## src/rtl/fwd_hazard_ctrl.sv

```systemverilog
// Hazard controller for the 5-stage pipeline: shadows the EX, MEM and WB destinations,
// selects ALU operand forwarding sources and detects load-use stalls.
module fwd_hazard_ctrl #(
  parameter int REG_W = 5,
  parameter int CNT_W = 16
) (
  input  logic             clk_i,
  input  logic             rst_i,
  input  logic             id_valid_i,
  input  logic [REG_W-1:0] id_rs_i,
  input  logic [REG_W-1:0] id_rt_i,
  input  logic             id_uses_rt_i,
  input  logic             id_regwrite_i,
  input  logic [REG_W-1:0] id_dst_i,
  input  logic             id_memread_i,
  input  logic             flush_i,
  output logic             stall_o,
  output logic [1:0]       forward_a_o,
  output logic [1:0]       forward_b_o,
  output logic [CNT_W-1:0] stall_cnt_o
);

  logic             vld_p0, rw_p0, mr_p0;
  logic [REG_W-1:0] rs_p0, rt_p0, dst_p0;
  logic             vld_p1, rw_p1;
  logic [REG_W-1:0] dst_p1;
  logic             vld_p2, rw_p2;
  logic [REG_W-1:0] dst_p2;
  logic             hazard;
  logic             bubble;

  function automatic logic [CNT_W-1:0] sat_inc(input logic [CNT_W-1:0] v);
    return (&v) ? v : v + CNT_W'(1);
  endfunction

  // The newest producer (EX/MEM) wins over MEM/WB; register 0 is never forwarded.
  function automatic logic [1:0] fwd_sel(input logic [REG_W-1:0] src);
    if (vld_p1 && rw_p1 && (dst_p1 != '0) && (dst_p1 == src))
      return 2'd2;
    else if (vld_p2 && rw_p2 && (dst_p2 != '0) && (dst_p2 == src))
      return 2'd1;
    else
      return 2'd0;
  endfunction

  always_comb begin
    hazard = id_valid_i & vld_p0 & mr_p0 & rw_p0 & (dst_p0 != '0) &
             ((dst_p0 == id_rs_i) | (id_uses_rt_i & (dst_p0 == id_rt_i)));
  end

  assign stall_o     = hazard & ~flush_i;
  assign bubble      = stall_o | flush_i;
  assign forward_a_o = fwd_sel(rs_p0);
  assign forward_b_o = fwd_sel(rt_p0);

  always_ff @(posedge clk_i or negedge rst_i) begin
    if (!rst_i) begin
      vld_p0      <= 1'b0;
      rw_p0       <= 1'b0;
      mr_p0       <= 1'b0;
      rs_p0       <= '0;
      rt_p0       <= '0;
      dst_p0      <= '0;
      vld_p1      <= 1'b0;
      rw_p1       <= 1'b0;
      dst_p1      <= '0;
      vld_p2      <= 1'b0;
      rw_p2       <= 1'b0;
      dst_p2      <= '0;
      stall_cnt_o <= '0;
    end else begin
      // MEM/WB <= EX/MEM <= ID/EX
      vld_p2 <= vld_p1;
      rw_p2  <= rw_p1;
      dst_p2 <= dst_p1;
      vld_p1 <= vld_p0;
      rw_p1  <= rw_p0;
      dst_p1 <= dst_p0;
      // ID/EX takes a bubble on a stall or a flush
      if (bubble) begin
        vld_p0 <= 1'b0;
        rw_p0  <= 1'b0;
        mr_p0  <= 1'b0;
        rs_p0  <= '0;
        rt_p0  <= '0;
        dst_p0 <= '0;
      end else begin
        vld_p0 <= id_valid_i;
        rw_p0  <= id_regwrite_i;
        mr_p0  <= id_memread_i;
        rs_p0  <= id_rs_i;
        rt_p0  <= id_rt_i;
        dst_p0 <= id_dst_i;
      end
      if (stall_o)
        stall_cnt_o <= sat_inc(stall_cnt_o);
    end
  end

endmodule

```

## config.mk

```make
export PLATFORM = sky130hd
export DESIGN_NAME = fwd_hazard_ctrl
export DESIGN_NICKNAME = d
export VERILOG_FILES = /design/src/rtl/fwd_hazard_ctrl.sv
export SDC_FILE = /design/constraint.sdc
export NUM_CORES = 1
export LEC_CHECK = 0
export ABC_AREA = 1
export CAP_MARGIN = 20
export CORE_MARGIN = 2
export CORE_UTILIZATION = 47
export CTS_CLUSTER_SIZE = 25
export DETAILED_ROUTE_END_ITERATION = 12
export GPL_TIMING_DRIVEN = 0
export PLACE_DENSITY = 0.75
export SYNTH_ARGS = -nofsm -noshare
export SYNTH_HDL_FRONTEND = slang
export SYNTH_SLANG_ARGS = --single-unit
```

## constraint.sdc

```tcl
create_clock -name clk_i -period 1.5 [get_ports clk_i]
set_input_delay 0.15 -clock clk_i [delete_from_list [all_inputs] [get_ports clk_i]]
set_output_delay 0.15 -clock clk_i [all_outputs]
set_load 0.005 [all_outputs]
```

==> reports/qor.yml <==
status: "finished, violations left"
violations: "setup timing"
most-common-layout-cells: "nand2_1 (71), dfrtp_1 (35), clkdlybuf4s50_1 (34), inv_1 (29), nor2_4 (18)"
critPathMaxFanout: 4
combPwrFrac_pct: 14.5
clockBufferDepth: 2
layout_setup_ws_ps: -216
rr_worst_depth: 12
drive_gt1_share_pct: 34.6
core_area_sq_um: 5040
rows: 26
p_int_mw: 1.86
start_kind: "flop"
gp_congestion: 0.861
grt_max_degree: 27
cp_common_cell: "inv_2"
cts_tree: "built"
synthCells: 290
fin_crit_sh_pct: 114
diodes: 0
synth_cell_types: 22
critPathSlowestCell: "dfrtp_1"
drv_cap: 0
drt_iter0_drc: 162
switching_share_pct: 27.0
routedWlPerCell_um: 13.8
power_leakage_nw: 1.78
totalWireLength_um: 6030
clkTransAtPathRegs_ps: 90
grt_overflow_total: 0
grt_util_all_layers_pct: 21.2
drc_errors: 0
critical_path_arrival_ps: 1570
fmax_mhz: 583
via_per_inst: 4.97
clock_sinks: 48
dpl.hpwl_um: 3760
setup_viol: 38
path_class: "flop to output port"
slew_violations: 0
hold_depth: 3
cts_made_buffers: 5
p_sw_mw: 0.688
pwr-share-seq_pct: 54.7
rsz0062_at_grt: "yes"
power_frac_clock_pct: 30.8
slowest_delay_ps: 440
nNetsFinal: 389
ios: 43
hold_violations: 0
power_density_nw_per_um2: 690
worstMarginPinSlew_ps: 636
fin_skew_ps: 6.66
start_util_pct: 48.2
slew_headroom_pct: 57.6
portBuffers: 42
preCtsSetupSlack_ps: -485
syn_nets: 313
ant_nets: 0
grt_pass1_wl_um: 9000
irDropWorstVdd_mv: 0.726
nFillCells: 316
ys_ff_latch: 48
ys_seq_area_share_pct: 49.5
netlist_area_sq_um: 2430
setup_tns_ps: -5260
crit_chain: "inv_2, buf_6, nand4_1, o21bai_1, inv_2, nand3_4, inv_2, buf_2"
htree_levels: 2
clock_latency_ps: 310
die_height_um: 75.9
first_pass_iters: 4
critPathRequiredTime_ps: 1350
ys_warn_count: 0
area_delta_synth_final_pct: 52.0
antenna_found_initial: 0
grt_pass1_vias: 1957
min_path_type: "input port to flop"
die_width_um: 75.9
vias: 2170
final_common_cell: "nand2_1"
die-area_sq_um: 5760
fin_crit_ps: 1720
cp-end-kind: "output port"
clockRootBuffer: "clkbuf_8"
syn_avg_cell_area_sq_um: 8.37
## power by group through the flow
| stage | sequential [mW] | clock [mW] | combinational (mW) |
|---|---|---|---|
| 4_1_cts | 1.39 | 0.801 | 0.272 |
| 2_1_floorplan | 1.40 | 0 | 0.117 |
| 5_1_grt | 1.40 | 0.873 | 0.402 |
| 3_3_place_gp | 1.41 | 0 | 0.221 |
| 3_5_place_dp | 1.41 | 0 | 0.236 |
| 6_report | 1.39 | 0.785 | 0.369 |
## synthesized netlist by cell type, drive strengths merged
cell type / instances / share of area [%]
xnor2: 17 / 6.1
xor2: 17 / 6.1
ha: 1 / 0.52
nor2: 40 / 7.2
buf: 3 / 1.1
o21bai: 1 / 0.31
nor4: 2 / 0.52
dfrtp: 48 / 49
nor3: 8 / 1.6
inv: 37 / 5.7
nand4: 9 / 2.9
nand3b: 1 / 0.31
nand3: 15 / 3.7
nand2: 91 / 14
## worst max-delay path: cells and delay by family, from the launching register on
family          cells  cell delay (ps)
compound gates      1              200
flops               1              440
buf+inv             5              430
simple gates        2              190
## area by class of cell
type / instances / area, sq um / area share [%]
Multi-Input combinational cell: 202 / 1410 / 38.1
Sequential cell: 48 / 1220 / 33.0
Timing Repair Buffer: 69 / 703 / 19.1
Inverter: 37 / 139 / 3.76
Tap cell: 70 / 87.6 / 2.37
Clock buffer: 5 / 68.8 / 1.86
Buffer: 3 / 46.3 / 1.25
Clock inverter: 3 / 23.8 / 0.644
## cells by family after synthesis
| kind of cell | synth area share [%] |
|---|---|
| AND/OR/NAND/NOR | 30.6 |
| AO/OA/AOI/OAI | 0.309 |
| XOR/XNOR | 12.3 |
| flip-flops | 49.5 |
| adder cells (fa/ha/maj) | 0.515 |
| buffers and inverters | 6.85 |
## flip-flops by register name, summed over array words and instances (netlist names), 5 cells and up
register / cells
rt_p0: 5
dst_p2: 5
dst_p1: 5
rs_p0: 5
dst_p0: 5
stall_cnt_o: 16
## path summary, 6_finish.rpt
check	startpoint	end	slack, ps
min	id_regwrite_i	rw_p0	370
max in group asynchronous	rst_i	stall_cnt_o[0]	550
max	dst_p0[0]	stall_o	-220
max reg2reg	dst_p0[3]	stall_cnt_o[8]	-210
min reg2reg	vld_p0	vld_p1	420
min in group asynchronous	rst_i	rs_p0[1]	400
## through the flow
step / total power, mW / utilization (%) / area, sq um / instances / hold slack, ps
after CTS: 2.46 / 66.0 / 3330 / 427 / 343
final: 2.55 / 73.2 / 3690 / 437 / 366
after global placement: 1.63 / 58.7 / 2960 / 402 / 366
after detailed placement: 1.64 / 59.1 / 2980 / 403 / 200
after floorplan: 1.51 / - / 2450 / 290 / -146
after global routing: 2.67 / 73.2 / 3690 / 437 / 382
## per-layer routing
metal  global-route usage [%]  wire length (um)
met1                     28.4              2500
met4                     8.97               168
met2                     33.3              3060
met3                     4.63               292
met5                        0                 0
## what timing repair did
action                                 CTS  global route
pin swaps                               22            21
endpoints found under the hold margin   25             0
setup endpoints to repair               32            45
resized for setup                       59            71
buffers inserted                        13             9
cloned                                   2             1
hold buffers                             1             0
Note: power is estimated with default switching activity, not from simulation.
